**src/rtl/media_fetch_pkg.sv**
```systemverilog
// media_fetch_pkg: shared state encoding, command framing and parameter defaults for media_fetch_ctrl
package media_fetch_pkg;
  typedef enum logic [2:0] {IDLE, SELECT, CMD, XFER, GAP} state_e;
  localparam logic [4:0] CMD_PREFIX = 5'b10100;
  localparam int CMD_W = 8;
  localparam int NUM_CH_DEF = 2;
  localparam int DATA_W_DEF = 8;
  localparam int BURST_LEN_DEF = 64;
  localparam int GAP_TICKS_DEF = 4;
endpackage

```
**src/rtl/media_fetch_ctrl_spi_shift_unit.sv**
```systemverilog
// spi_shift_unit: shared TX/RX shift register with a wrapping bit counter, advanced once per SPI bit period
module spi_shift_unit import media_fetch_pkg::*; #(
  parameter int W = CMD_W
) (
  input  logic                 clk,
  input  logic                 rst,
  input  logic                 en_i,
  input  logic                 load_i,
  input  logic [W-1:0]         load_val_i,
  input  logic                 sin_i,
  input  logic [$clog2(W)-1:0] last_i,
  output logic [W-1:0]         sr_o,
  output logic                 wrap_o
);
  logic [W-1:0]         sr_q;
  logic [$clog2(W)-1:0] cnt_q;
  assign sr_o   = sr_q;
  assign wrap_o = en_i && (cnt_q == last_i);
  // load a command or shift one bit out/in, counting bits up to last_i
  always_ff @(posedge clk) begin
    if (rst) begin
      sr_q  <= '0;
      cnt_q <= '0;
    end else if (load_i) begin
      sr_q  <= load_val_i;
      cnt_q <= '0;
    end else if (en_i) begin
      sr_q  <= {sr_q[W-2:0], sin_i};
      cnt_q <= wrap_o ? '0 : cnt_q + 1'b1;
    end
  end
endmodule

```
**src/rtl/media_fetch_ctrl.sv**
```systemverilog
// media_fetch_ctrl: SPI burst fetcher feeding NUM_CH sinks; MEDIA_FETCH_PRIORITY_EN selects strict priority instead of round-robin
module media_fetch_ctrl import media_fetch_pkg::*; #(
  parameter int NUM_CH    = NUM_CH_DEF,
  parameter int DATA_W    = DATA_W_DEF,
  parameter int BURST_LEN = BURST_LEN_DEF,
  parameter int GAP_TICKS = GAP_TICKS_DEF
) (
  input  logic              CLK_40,
  input  logic              reset,
  input  logic              SPI_clk_en,
  input  logic              enable,
  input  logic              MISO,
  input  logic [NUM_CH-1:0] ch_ready,
  output logic              MOSI,
  output logic              chip_select,
  output logic [DATA_W-1:0] wr_data,
  output logic [NUM_CH-1:0] wr_valid,
  output logic [NUM_CH-1:0] burst_done,
  output logic              busy
);
  localparam int GW   = NUM_CH > 1 ? $clog2(NUM_CH) : 1;
  localparam int SR_W = DATA_W > CMD_W ? DATA_W : CMD_W;
  localparam int CW   = $clog2(SR_W);
  localparam int WCW  = $clog2(BURST_LEN + 1);
  localparam logic [NUM_CH-1:0] CH_ONE = NUM_CH'(1);
  state_e            state_q, state_d;
  logic [GW-1:0]     last_grant_q, last_grant_d, grant_idx, rr_idx;
  logic [WCW-1:0]    word_cnt_q, word_cnt_d;
  logic [7:0]        gap_cnt_q, gap_cnt_d;
  logic [DATA_W-1:0] wr_data_q, wr_data_d;
  logic [NUM_CH-1:0] wr_valid_q, wr_valid_d, burst_done_q, burst_done_d, ch_sel;
  logic              grant_ok, load, shift_en, wrap, word_done;
  logic [CMD_W-1:0]  cmd;
  logic [SR_W-1:0]   sr, rx_word;
  assign ch_sel    = CH_ONE << last_grant_q;
  assign word_done = word_cnt_q == WCW'(BURST_LEN);
  assign shift_en  = SPI_clk_en && (state_q == CMD || (state_q == XFER && !word_done));
  assign cmd       = {CMD_PREFIX, 3'(grant_idx)};
  assign rx_word   = {sr[SR_W-2:0], MISO};
  assign MOSI        = state_q == CMD ? sr[SR_W-1] : 1'b1;
  assign chip_select = !(state_q == CMD || state_q == XFER);
  assign busy        = state_q != IDLE;
  assign wr_data     = wr_data_q;
  assign wr_valid    = wr_valid_q;
  assign burst_done  = burst_done_q;
  spi_shift_unit #(.W(SR_W)) u_shift (
    .clk        (CLK_40),
    .rst        (reset),
    .en_i       (shift_en),
    .load_i     (load),
    .load_val_i (SR_W'(cmd) << (SR_W - CMD_W)),
    .sin_i      (MISO),
    .last_i     (state_q == CMD ? CW'(CMD_W - 1) : CW'(DATA_W - 1)),
    .sr_o       (sr),
    .wrap_o     (wrap)
  );
  // pick the next ready channel; the last assignment in the descending scan wins
  always_comb begin
    grant_ok  = 1'b0;
    grant_idx = '0;
    rr_idx    = '0;
    for (int i = NUM_CH; i >= 1; i--) begin
`ifdef MEDIA_FETCH_PRIORITY_EN
      rr_idx = GW'(i - 1);
`else
      rr_idx = GW'((int'(last_grant_q) + i) % NUM_CH);
`endif
      if (ch_ready[rr_idx]) begin
        grant_ok  = 1'b1;
        grant_idx = rr_idx;
      end
    end
  end
  // burst sequencing: select, command, data words, then inter-burst gap
  always_comb begin
    state_d      = state_q;
    last_grant_d = last_grant_q;
    word_cnt_d   = word_cnt_q;
    gap_cnt_d    = gap_cnt_q;
    wr_data_d    = wr_data_q;
    wr_valid_d   = '0;
    burst_done_d = '0;
    load         = 1'b0;
    case (state_q)
      IDLE:   state_d = enable ? SELECT : IDLE;
      SELECT: if (!enable) state_d = IDLE;
              else if (grant_ok) begin
                state_d      = CMD;
                last_grant_d = grant_idx;
                word_cnt_d   = '0;
                load         = 1'b1;
              end
      CMD:    if (wrap) state_d = XFER;
      XFER:   if (word_done) begin
                state_d      = GAP;
                burst_done_d = ch_sel;
                gap_cnt_d    = '0;
              end else if (wrap) begin
                wr_data_d  = rx_word[DATA_W-1:0];
                wr_valid_d = ch_sel;
                word_cnt_d = word_cnt_q + 1'b1;
              end
      GAP:    if (SPI_clk_en) begin
                gap_cnt_d = gap_cnt_q == 8'(GAP_TICKS - 1) ? '0 : gap_cnt_q + 1'b1;
                if (gap_cnt_q == 8'(GAP_TICKS - 1)) state_d = enable ? SELECT : IDLE;
              end
      default: state_d = IDLE;
    endcase
  end
  // state and output registers
  always_ff @(posedge CLK_40) begin
    if (reset) begin
      state_q      <= IDLE;
      last_grant_q <= GW'(NUM_CH - 1);
      word_cnt_q   <= '0;
      gap_cnt_q    <= '0;
      wr_data_q    <= '0;
      wr_valid_q   <= '0;
      burst_done_q <= '0;
    end else begin
      state_q      <= state_d;
      last_grant_q <= last_grant_d;
      word_cnt_q   <= word_cnt_d;
      gap_cnt_q    <= gap_cnt_d;
      wr_data_q    <= wr_data_d;
      wr_valid_q   <= wr_valid_d;
      burst_done_q <= burst_done_d;
    end
  end
endmodule

```
**config.mk**
```make
export PLATFORM = sky130hd
export DESIGN_NAME = media_fetch_ctrl
export DESIGN_NICKNAME = d
export VERILOG_FILES = /design/src/rtl/media_fetch_pkg.sv /design/src/rtl/media_fetch_ctrl_spi_shift_unit.sv /design/src/rtl/media_fetch_ctrl.sv
export SDC_FILE = /design/constraint.sdc
export NUM_CORES = 1
export LEC_CHECK = 0
export CAP_MARGIN = 20
export CORE_ASPECT_RATIO = 0.75
export CORE_MARGIN = 4
export CORE_UTILIZATION = 55
export DETAILED_ROUTE_END_ITERATION = 8
export GPL_ROUTABILITY_DRIVEN = 0
export HOLD_SLACK_MARGIN = 0.15
export PLACE_DENSITY = 0.76
export SETUP_SLACK_MARGIN = 0.05
export SYNTH_ARGS = -nofsm -noshare
export SYNTH_HDL_FRONTEND = slang
export SYNTH_SLANG_ARGS = --single-unit
```
**constraint.sdc**
```tcl
create_clock -name CLK_40 -period 2.02 [get_ports CLK_40]
set_clock_uncertainty 0.05 [all_clocks]
set_input_delay 0.303 -clock CLK_40 [delete_from_list [all_inputs] [get_ports CLK_40]]
set_output_delay 0.303 -clock CLK_40 [all_outputs]
set_load 0.02 [all_outputs]
```
* Yosys cells after proc, flatten, opt, wreduce, memory -nomap -nowiden
Cells that the tools add are included.
Word-level totals: input port bits 7, word-level logic and storage cells 89, bits in registers 42
Operators by class: bitwise operators 3, equal/unequal tests 16, shift-type cells 1, $lt $le $gt $ge 2, $add $sub $neg 5, reductions and logical operators 20, mux-type cells 32
Operators by type and width (number):
- $mux W8 | 5
- $mux W7 | 4
- $mux W3 | 7
- $pmux W8 S2 | 1
- $pmux W3 S5 | 1
- $pmux W7 S2 | 1
- $mux W1 | 13
- $ne A2 B2 Y1 const B | 6
- $reduce_and A5 Y1 | 2
- $reduce_and A3 Y1 | 3
- $add A8 B1 Y8 const B | 1
- $eq A8 B2 Y1 const B | 1
- $add A7 B1 Y7 const B | 1
- $eq A7 B7 Y1 const B | 1
- $eq A3 B2 Y1 const B | 2
- $eq A3 B3 Y1 const B | 2
- $reduce_bool A2 Y1 | 3
- $lt A1 B2 Y1 const B | 2
- $ne A2 B1 Y1 const B | 2
- $reduce_or A4 Y1 | 1
- $add A3 B1 Y3 const B | 1
- $eq A3 B1 Y1 const B | 1
- $logic_and A1 B1 Y1 | 3
- $logic_not A3 Y1 | 1
- 9 further kinds | 14

* Depth between registers and ports, before layout
Gate-level depths: netlist of run 1.
depth after elaboration 9, mapped depth 8

* Cells and area by module
A second synthesis of run 1 with hierarchy kept.
Unflattened totals: cells, all modules 221, area total of the unflattened synthesis 2030.7 um^2
Modules (own cells, without submodules):
- media_fetch_ctrl | area an instance 1453.9 um^2, instances 1, cells each 169
- spi_shift_unit | area an instance 576.8 um^2, instances 1, cells each 52

* Worst setup path before layout of run 1
No wires, ideal clock.
path type register to register, start point register word_cnt_q[0], end point register wr_data_q[1] (netlist: wr_data[1]), clock period less this slack 1807 ps, setup time 128 ps, required time 1842 ps, arrival time 1630 ps, slack 213 ps, stages on the path, launching flop included 8, cell sequence dfxtp_1 inv_1 ha_1 nor2b_1 a211oi_2 buf_6 mux2i_1 nor2_1
Between the ends: longest elaborated chain between the ends 7, elaborated cells between the ends (all ways) 8, classes of those cells eq/ne (1); bitwise (1); reduce/logical (6)
RTL lines:
- start: declaration | RTL line media_fetch_ctrl.sv:28 | logic [WCW-1:0] word_cnt_q, word_cnt_d;
- start signal: assignment | RTL line media_fetch_ctrl.sv:123 | word_cnt_q <= word_cnt_d;
- $eq A7 B7 Y1 * | RTL line media_fetch_ctrl.sv:36 | assign word_done = word_cnt_q == WCW'(BURST_LEN);
- $logic_not A1 Y1 | RTL line media_fetch_ctrl.sv:37 | assign shift_en = SPI_clk_en && (state_q == CMD || (state_q == XFER && !word_done));
- $logic_and A1 B1 Y1 | RTL line media_fetch_ctrl.sv:37
- $logic_or A1 B1 Y1 | RTL line media_fetch_ctrl.sv:37
- $logic_and A1 B1 Y1 | RTL line media_fetch_ctrl.sv:37
- $logic_and A1 B1 Y1 | RTL line media_fetch_ctrl_spi_shift_unit.sv:18 | assign wrap_o = en_i && (cnt_q == last_i);
- $reduce_and A3 Y1 (no source line) *
- end signal: assignment | RTL line media_fetch_ctrl.sv:125 | wr_data_q <= wr_data_d;
- end: declaration | RTL line media_fetch_ctrl.sv:30 | logic [DATA_W-1:0] wr_data_q, wr_data_d;
Every way passes the cells marked *; elsewhere a longest branch is shown, timed or not. A chain may end at the register's enable or synchronous reset.

* Worst setup path in the final report of run 1
start point register word_cnt_q[0], end point register wr_data_q[3] (netlist: wr_data[3])
The elaborated chain is that of the path after synthesis.

==> results of run 1 <==
-- area by class of cell --
type	count	share of cell area
Inverter	7	0.01111
Timing Repair Buffer	35	0.1429
Sequential cell	42	0.3561
Clock buffer	7	0.03651
Clock inverter	1	0.002116
Multi-Input combinational cell	159	0.4302
Tap cell	40	0.02116
-- state kept, by name, summed over array words and instances, names as in the netlist --
register       cells
burst_done         2
gap_cnt_q          8
last_grant_q       1
state_q            3
u_shift.cnt_q      3
u_shift.sr_o       8
word_cnt_q         7
wr_data            8
wr_valid           2
-- synth_stat cells --
| master | number |
|---|---|
| ha_1 | 5 |
| o21ai_0 | 11 |
| a211oi_2 | 1 |
| and4_1 | 1 |
| nand3b_1 | 3 |
| xnor2_1 | 4 |
| o211ai_1 | 1 |
| nor2b_1 | 5 |
| o41ai_4 | 1 |
| xor2_1 | 1 |
| clkinv_1 | 1 |
| buf_6 | 2 |
| o22ai_1 | 1 |
| and3b_2 | 1 |
| nor3b_1 | 1 |
| or3_1 | 5 |
| nor2_1 | 29 |
| buf_2 | 1 |
| nor4b_1 | 1 |
| a31oi_1 | 1 |
| dfxtp_1 | 42 |
| nor4b_4 | 2 |
| inv_1 | 6 |
| nand2b_1 | 2 |
| clkbuf_1 | 3 |
| o31ai_1 | 2 |
| a31oi_4 | 1 |
| mux2i_1 | 10 |
| nor2_2 | 1 |
| a211oi_1 | 2 |
| nand3_1 | 10 |
| nor3_1 | 10 |
| a32oi_1 | 1 |
| nand2_1 | 23 |
| clkbuf_8 | 1 |
| o21a_1 | 1 |
| and3_1 | 3 |
| and4bb_2 | 2 |
| a21oi_1 | 17 |
-- critical path, cell delays in order (launching register included) --
cell	delay (ns)
dfxtp_2	0.34
inv_1	0.08
ha_1	0.19
nor2b_2	0.20
a211oi_2	0.32
buf_12	0.17
buf_12	0.11
mux2i_1	0.21
nor2_1	0.07
-- routing by layer --
metal,vias up,wire length (µm),global-route usage
met4,0,12,0.04489
li1,822,-,-
met5,-,0,0
met2,38,2004,0.3122
met1,779,2138,0.2616
met3,2,188,0.06231
-- kinds of logic after synthesis --
group | count (synthesis) | synth area share
simple gates | 99 | 0.2738
flops | 42 | 0.4381
compound gates | 40 | 0.1395
buf+inv | 14 | 0.04106
mux | 10 | 0.05215
xor+xnor | 5 | 0.02282
fa+ha+maj | 5 | 0.03259
-- timing repair --
action / in CTS / in global routing
endpoints found under the setup margin: 3 / 11
hold endpoints to repair: 0 / 0
gates resized for setup: 4 / 7
pin swaps: 0 / 2
buffers inserted: 0 / 7
-- final timing paths --
| check | endpoint | slack [ns] | depth (start not counted) |
|---|---|---|---|
| worst max-delay path | wr_data[3]$_SDFFE_PP0P_ | 0.15 | 8 |
| worst min-delay path | u_shift.cnt_q[2]$_SDFFE_PP0P_ | 0.42 | 2 |
| worst min register to register | u_shift.cnt_q[2]$_SDFFE_PP0P_ | 0.42 | 2 |
| worst max register to register | wr_data[3]$_SDFFE_PP0P_ | 0.15 | 8 |
-- power groups by stage --
| stage | sequential [mW] | clock [mW] | combinational, mW |
|---|---|---|---|
| floorplan | 0.861 | 0 | 0.0689 |
| global placement | 0.866 | 0 | 0.102 |
| detailed placement | 0.866 | 0 | 0.105 |
| CTS | 0.847 | 0.561 | 0.103 |
| global route | 0.849 | 0.603 | 0.115 |
| finish | 0.847 | 0.559 | 0.105 |
==> results.yml, run 1 <==
floorplanning:
  die_w_um: 76.21
  dieArea_um2: 4509
  num_rows: 18
  core-area_um2: 3311
  initial_core_util: 0.5797
  die_h_um: 59.16
  io_pins: 22
job:
  drv_cap: 0
global_route:
  grt_pass1_vias: 1500
  grt_max_degree: 20
  grt_pass1_wl_mm: 7.038
  antenna_found_initial: 0
  overflow: 0
  grt.total_usage: 0.1955
finish:
  design_area_um2: 2365
  fin_nets: 262
  multi_input_area_um2: 1017
  final_util: 0.7143
  syn_to_final_growth_pct: 23.21
  seq_area_um2: 842.1
  final_common_cell: "dfxtp_1"
  final_cell_mix: "41 x dfxtp_1, 29 x nor2_1, 23 x nand2_1"
  drive_above_1_share: 0.1394
  nFillCells: 259
  fin_cells: 291
  antennaDiodeCount: 0
timing:
  hold_viol_final: 0
  fmax_ghz: 0.5336
  holdWs_ns: 0.4248
  worst_slack_ns: 0.1461
  rsz0062_at_grt: "true"
  fin_crit_sh: 0.9277
  setup_violations: 0
  maxSlewHeadroom: 0.7546
  period_needed_ns: 1.874
  max_slew.worst_pin.slew_ns: 0.3670
  tns_ns: 0
  drv_slew: 0
detailed_routing:
  vias: 1641
  drtPass1Iterations: 4
  remaining_drc_errors: 0
  drt_wl_total_mm: 4.344
  viasPerCell: 5.639
  drt_iter0_drc: 115
  post_drt_wl_per_cell_um: 14.93
  ant_nets: 0
synthesis:
  ys_top_cells_by_area: "dfxtp_1 44%, nor2_1 5.7%, mux2i_1 5.2%, nand2_1 4.5%, a21oi_1 4.4%"
  synth_area_leader_cell: "dfxtp_1"
  synth_warnings: 0
  synth_top_area_frac: 0.4381
  synth_area_um2: 1919
  ys_types: 39
  yosysSeqAreaShare: 0.4381
  synth_cells: 215
  synth-seq-cells: 42
  syn_avg_cell_area_um2: 8.927
  syn-num-nets: 227
placement:
  port_buffers: 21
  dp_hpwl_mm: 3.003
  place_inst: 276
  place_ws_ns: -0.04046
  placed_area_um2: 2192
clock_network:
  htree_levels: 2
  ctsHoldBuffers: 0
  path_clk_slew_ns: 0.08
  cts_sinks: 42
  cts_buffer_depth: 2
  clock_latency_ns: 0.29
  cts_tree: "built"
  clockRootBuffer: "clkbuf_8"
  numCtsBuffers: 5
power:
  p_total_mw: 1.510
  pwr-share-comb: 0.069
  clkPwrFrac: 0.370
  pwr_density_cell_nw_per_um2: 638.7
  switching_power_mw: 0.3528
  seqPwrFrac: 0.561
  cellLeakagePower_nw: 0.8755
  p_sw_frac: 0.2336
  p_int_mw: 1.158
  ir_drop_mv: 0.5145
worst_setup_path:
  r2r_start: "word_cnt_q[0]$_SDFFE_PP0P_"
  crit_type: "reg -> reg"
  endpoint_kind: "flip-flop"
  critical_path.max_fanout: 11
  cp-start-kind: "flip-flop"
  cp-startpoint: "word_cnt_q[0]$_SDFFE_PP0P_"
  worst-endpoint-required_ns: 2.15
  cp_data_arrival_time_ns: 2.00
outcome:
  status: "complete, no violations"
min_path:
  hp-class: "reg -> reg"
  min_from: "u_shift.cnt_q[2]$_SDFFE_PP0P_"
No activity file was read; power rests on OpenSTA's default activity.
==> inputs of run 2 (changes only) <==
--- a/config.mk
+++ b/config.mk
@@ -5,6 +5,7 @@
 export SDC_FILE = /design/constraint.sdc
 export NUM_CORES = 1
 export LEC_CHECK = 0
+export ABC_AREA = 1
 export CAP_MARGIN = 20
 export CORE_ASPECT_RATIO = 0.75
 export CORE_MARGIN = 4
==> run 2 against run 1 <==
Against the previous run:
- first-iteration DRC count decreased by 35%
- worst setup slack got worse by 0.0027 ns
- cell count increased by 19%
- core utilization increased by 0.54 points
- clock power increased by 45%
- die area increased by 4.6%
==> results.yml, run 2 <==
outcome:
  status: "complete, no violations"
worst_setup_path:
  r2r_end: "u_shift.cnt_q[0]$_SDFFE_PP0P_"
  cp-start-kind: "flip-flop"
  cp_data_arrival_time_ns: 1.52
  critical_path.max_fanout: 4
  worst-endpoint-required_ns: 1.67
  endpoint_kind: "output pin"
  ff2ff_path_depth: 11
  reg2reg_slack_ns: 0.22
  crit_type: "reg -> out"
  r2r_start: "word_cnt_q[0]$_SDFFE_PP0P_"
floorplanning:
  die_w_um: 77.99
  io_pins: 22
  core-area_um2: 3401
  initial_core_util: 0.5942
  die_h_um: 60.50
  dieArea_um2: 4718
  num_rows: 18
detailed_routing:
  drt_iter0_drc: 75
  vias: 1723
  ant_nets: 0
  drtPass1Iterations: 5
  post_drt_wl_per_cell_um: 11.25
  remaining_drc_errors: 0
  drt_wl_total_mm: 3.880
  viasPerCell: 4.994
clock_network:
  clockRootBuffer: "clkbuf_8"
  cts_buffer_depth: 2
  htree_levels: 2
  cts_sinks: 42
  post_cts_buffers: 0
  numCtsBuffers: 5
  clock_latency_ns: 0.29
  ctsHoldBuffers: 0
  path_clk_slew_ns: 0.08
  cts_tree: "built"
timing:
  fmax_ghz: 0.5329
  hold_viol_final: 0
  max_slew.worst_pin.slew_ns: 0.3691
  holdWs_ns: 0.3957
  tns_ns: 0
  maxSlewHeadroom: 0.7539
  drv_slew: 0
  period_needed_ns: 1.877
  rsz0062_at_grt: "false"
  setup_violations: 0
  fin_crit_sh: 0.9290
finish:
  fin_cells: 345
  syn_to_final_growth_pct: 21.11
  drive_above_1_share: 0.1186
  design_area_um2: 2447
  antennaDiodeCount: 0
  final_common_cell: "dfxtp_1"
  final_cell_mix: "41 x dfxtp_1, 40 x nor2_1, 31 x nand2_1"
  fin_nets: 306
synthesis:
  synth_common_cells: "42 x dfxtp_1, 40 x nor2_1, 31 x inv_1, 31 x nand2_1"
  yosysSeqAreaShare: 0.4161
  synth_warnings: 0
  synth_area_um2: 2021
  postSynth.asyncResetShare: 0
  synth_top_area_frac: 0.4161
  synth-seq-cells: 42
  synth_area_leader_cell: "dfxtp_1"
  synth-edff-count: 0
  synth-main-ff-cell: "dfxtp_1"
  syn_avg_cell_area_um2: 7.625
  ys_top_cells_by_area: "dfxtp_1 42%, nor2_1 7.4%, inv_1 5.8%, nand2_1 5.8%, a21oi_1 5.7%"
  synth_cells: 265
  ys_types: 34
  synth.most_common_cell: "dfxtp_1"
  syn-num-nets: 277
global_route:
  grt_max_degree: 19
  grt.total_usage: 0.1809
  grt_pass1_vias: 1514
  overflow: 0
  antenna_found_initial: 0
  grt_pass1_wl_mm: 6.762
placement:
  dp_hpwl_mm: 2.871
  placed_area_um2: 2305
  port_buffers: 21
  place_inst: 337
power:
  cellLeakagePower_nw: 0.9544
  ir_drop_mv: 0.7500
  pwr_density_cell_nw_per_um2: 1013
min_path:
  whs_path_depth: 2
  min_from: "wr_data[0]$_SDFFE_PP0P_"
  hp-class: "reg -> reg"
  holdPathEnd: "wr_data[0]$_SDFFE_PP0P_"
job:
  drv_cap: 0
## run 2: critical path: stages, from the launching register on
cell	delay, ns
dfxtp_1	0.37
inv_2	0.12
nand3_1	0.12
or2_2	0.29
dlygate4sd2_1	0.32
## run 2: routing by layer
layer,global-route usage,part of all wire
met1,0.2466,0.53
met2,0.2866,0.42
met3,0.05786,0.045
met4,0.03741,0
met5,0,0
## run 2: cell type report
class	instances	area [µm²]
multi-input combinational	182	997.2
fill	293	953.4
sequential	42	842.1
timing repair buffer	30	276.5
inverter	33	126.4
clock buffer	6	82.58
tap	50	62.56
clock inverter	2	60.06
## run 2: kinds of logic after synthesis
| kind of cell | after synthesis | synth area share |
|---|---|---|
| and+or+nand+nor | 119 | 0.3003 |
| AOI/OAI and AO/OA | 56 | 0.1536 |
| DFF | 42 | 0.4161 |
| buffers and inverters | 41 | 0.09040 |
| adders and majority gates | 5 | 0.03096 |
| xor gates and xnor gates | 2 | 0.008670 |
## run 2: repair_timing
item | 4_1_cts | 5_1_grt
pin swaps | 0 | 0
resized for setup | 1 | 2
endpoints found under the setup margin | 1 | 3
## run 2: where the power goes
group          internal [mW]  switching, mW  leakage [nW]  total, mW
combinational          0.266          0.395         0.543      0.661
clock                  0.527          0.284        0.0714      0.810
sequential             0.923         0.0845         0.340       1.01
total                   1.72          0.763         0.954       2.48
## run 2: metrics by stage
| step | total power, mW | worst slack [ns] | utilization |
|---|---|---|---|
| after floorplan | 1.506 | 0.3899 | - |
| after global placement | 1.671 | 0.1841 | 0.6777 |
| after detailed placement | 1.677 | 0.1690 | 0.6777 |
| after CTS | 2.494 | 0.06354 | 0.7193 |
| after global routing | 2.634 | 0.05567 | 0.7196 |
| final | 2.479 | 0.1434 | 0.7196 |
## run 2: how the worst max path moves through the flow
stage / startpoint / endpoint / slack [ns] / cells past startpoint
after global placement: state_q[1]$_SDFFE_PP0P_ / MOSI / 0.18 / 3
after global routing: state_q[2]$_SDFFE_PP0P_ / MOSI / 0.06 / 4
after floorplan: word_cnt_q[0]$_SDFFE_PP0P_ / wr_data[2]$_SDFFE_PP0P_ / 0.39 / 11
after detailed placement: state_q[2]$_SDFFE_PP0P_ / MOSI / 0.17 / 4
after CTS: state_q[1]$_SDFFE_PP0P_ / busy / 0.06 / 3
final: state_q[2]$_SDFFE_PP0P_ / MOSI / 0.14 / 4
==> inputs of run 3 (changes only) <==
==> constraint.sdc (replaced) <==
create_clock -name CLK_40 -period 2.1 [get_ports CLK_40]
set_clock_uncertainty 0.05 [all_clocks]
set_input_delay 0.315 -clock CLK_40 [delete_from_list [all_inputs] [get_ports CLK_40]]
set_output_delay 0.315 -clock CLK_40 [all_outputs]
set_load 0.02 [all_outputs]
==> run 3 against run 2 <==
Against the previous run:
- hold slack about the same
- sequential share of layout area increased by 0.39 points
- combinational power decreased by 5.1%
- design area decreased by 1.3%
- wire length decreased by 2.3%
- sequential power decreased by 4%
- worst setup slack improved by 0.0080 ns
- die area unchanged
==> results.yml, run 3 (synthesized netlist as in run 2, its figures left out) <==
detailed_routing:
  viasPerCell: 4.898
  post_drt_wl_per_cell_um: 11.02
  remaining_drc_errors: 0
  drt_iter0_drc: 69
  drt_wl_total_mm: 3.791
  drtPass1Iterations: 5
  vias: 1685
  ant_nets: 0
placement:
  dp_hpwl_mm: 2.874
  port_buffers: 21
  place_ws_ns: 0.2300
min_path:
  hp-class: "reg -> reg"
timing:
  rsz0062_at_grt: "false"
  tns_ns: 0
  drv_slew: 0
  holdWs_ns: 0.3957
  period_needed_ns: 1.949
  worst_slack_ns: 0.1513
  fin_crit_sh: 0.9279
  maxSlewHeadroom: 0.7661
  setup_violations: 0
  max_slew.worst_pin.slew_ns: 0.3508
  fmax_ghz: 0.5132
  hold_viol_final: 0
worst_setup_path:
  critical_path.max_fanout: 6
  worst-endpoint-required_ns: 1.74
  cp-start-kind: "flip-flop"
  endpoint_kind: "output pin"
  cp-startpoint: "state_q[1]$_SDFFE_PP0P_"
  endpoint: "busy"
  reg2reg_slack_ns: 0.31
  cp_data_arrival_time_ns: 1.58
  crit_type: "reg -> out"
  ff2ff_path_depth: 11
  r2r_start: "word_cnt_q[0]$_SDFFE_PP0P_"
  r2r_end: "u_shift.cnt_q[0]$_SDFFE_PP0P_"
finish:
  nFillCells: 290
  final_cell_mix: "42 x dfxtp_1, 40 x nor2_1, 31 x inv_1, 31 x nand2_1"
  fin_nets: 306
  drive_above_1_share: 0.1088
  syn_to_final_growth_pct: 19.57
  antennaDiodeCount: 0
  final_common_cell: "dfxtp_1"
global_route:
  grt.total_usage: 0.1797
  overflow: 0
  grt_max_degree: 19
  grt_pass1_vias: 1491
  antenna_found_initial: 0
  grt_pass1_wl_mm: 6.713
clock_network:
  clockRootBuffer: "clkbuf_8"
  htree_levels: 2
  ctsHoldBuffers: 0
  cts_buffer_depth: 2
  cts_sinks: 42
  clock_latency_ns: 0.29
  post_cts_buffers: 0
  path_clk_slew_ns: 0.07
  numCtsBuffers: 5
  cts_tree: "built"
floorplanning:
  core-area_um2: 3401
  dieArea_um2: 4718
  die_h_um: 60.50
  io_pins: 22
  initial_core_util: 0.5942
  num_rows: 18
  die_w_um: 77.99
power:
  ir_drop_mv: 0.5940
  p_total_mw: 2.229
  cellLeakagePower_nw: 0.9395
  pwr_density_cell_nw_per_um2: 922.8
outcome:
  status: "complete, no violations"
job:
  drv_cap: 0
run 3: cell count changes in the layout (fill, tap and decap cells not counted):
cell | previous run | this run
dfxtp_1 | 41 | 42
bufinv_16 | 2 | 1
inv_1 | 30 | 31
inv_2 | 2 | 1
dfxtp_2 | 1 | 0
run 3: final cells by class:
type,count,area (µm²),share of cell area
multi-input cells,182,997.2,0.4127
inverters,33,126.4,0.05230
clock inverters,1,30.03,0.01243
repair buffers,30,276.5,0.1144
clock buffers,6,82.58,0.03418
flip-flops and latches,42,840.8,0.3480
well taps,50,62.56,0.02589
run 3: where the power goes:
part | leakage (nW) | total, mW | switching [mW] | internal [mW]
Clock | 0.0573 | 0.637 | 0.257 | 0.380
Combinational | 0.542 | 0.627 | 0.371 | 0.256
Sequential | 0.340 | 0.966 | 0.0804 | 0.886
Total | 0.940 | 2.23 | 0.708 | 1.52
run 3: what timing repair did:
item	4_1_cts	5_1_grt
resized for setup	1	0
endpoints found under the hold margin	0	0
endpoints found under the setup margin	1	0
run 3: worst max-delay path: stages (launching register included):
cell             delay (ns)
dfxtp_1                0.49
nor2_1                 0.14
nand2_1                0.08
clkdlybuf4s50_1        0.59
run 3: worst min-delay path by stage:
stage,from,endpoint,slack [ns],cells past startpoint
after detailed placement,wr_data[7]$_SDFFE_PP0P_,wr_data[7]$_SDFFE_PP0P_,0.39,2
after global routing,wr_data[0]$_SDFFE_PP0P_,wr_data[0]$_SDFFE_PP0P_,0.41,2
final,wr_data[0]$_SDFFE_PP0P_,wr_data[0]$_SDFFE_PP0P_,0.40,2
after floorplan,reset,wr_valid[0]$_SDFF_PP0_,0.34,1
after CTS,wr_data[7]$_SDFFE_PP0P_,wr_data[7]$_SDFFE_PP0P_,0.40,2
after global placement,wr_data[7]$_SDFFE_PP0P_,wr_data[7]$_SDFFE_PP0P_,0.38,2
run 3: stage by stage:
| step | instance area [µm²] | cells | utilization |
|---|---|---|---|
| after floorplan | 2021 | 265 | - |
| after global placement | 2305 | 337 | 0.6777 |
| after detailed placement | 2305 | 337 | 0.6777 |
| after CTS | 2416 | 344 | 0.7104 |
| after global routing | 2416 | 344 | 0.7104 |
| final | 2416 | 344 | 0.7104 |
run 3: routing by layer:
metal | GRT usage | wire (µm) | share of wire
met1 | 0.2614 | 2082 | 0.55
met2 | 0.2622 | 1525 | 0.40
met3 | 0.04006 | 143 | 0.038
met4 | 0.06733 | 40 | 0.011
met5 | 0 | 0 | 0
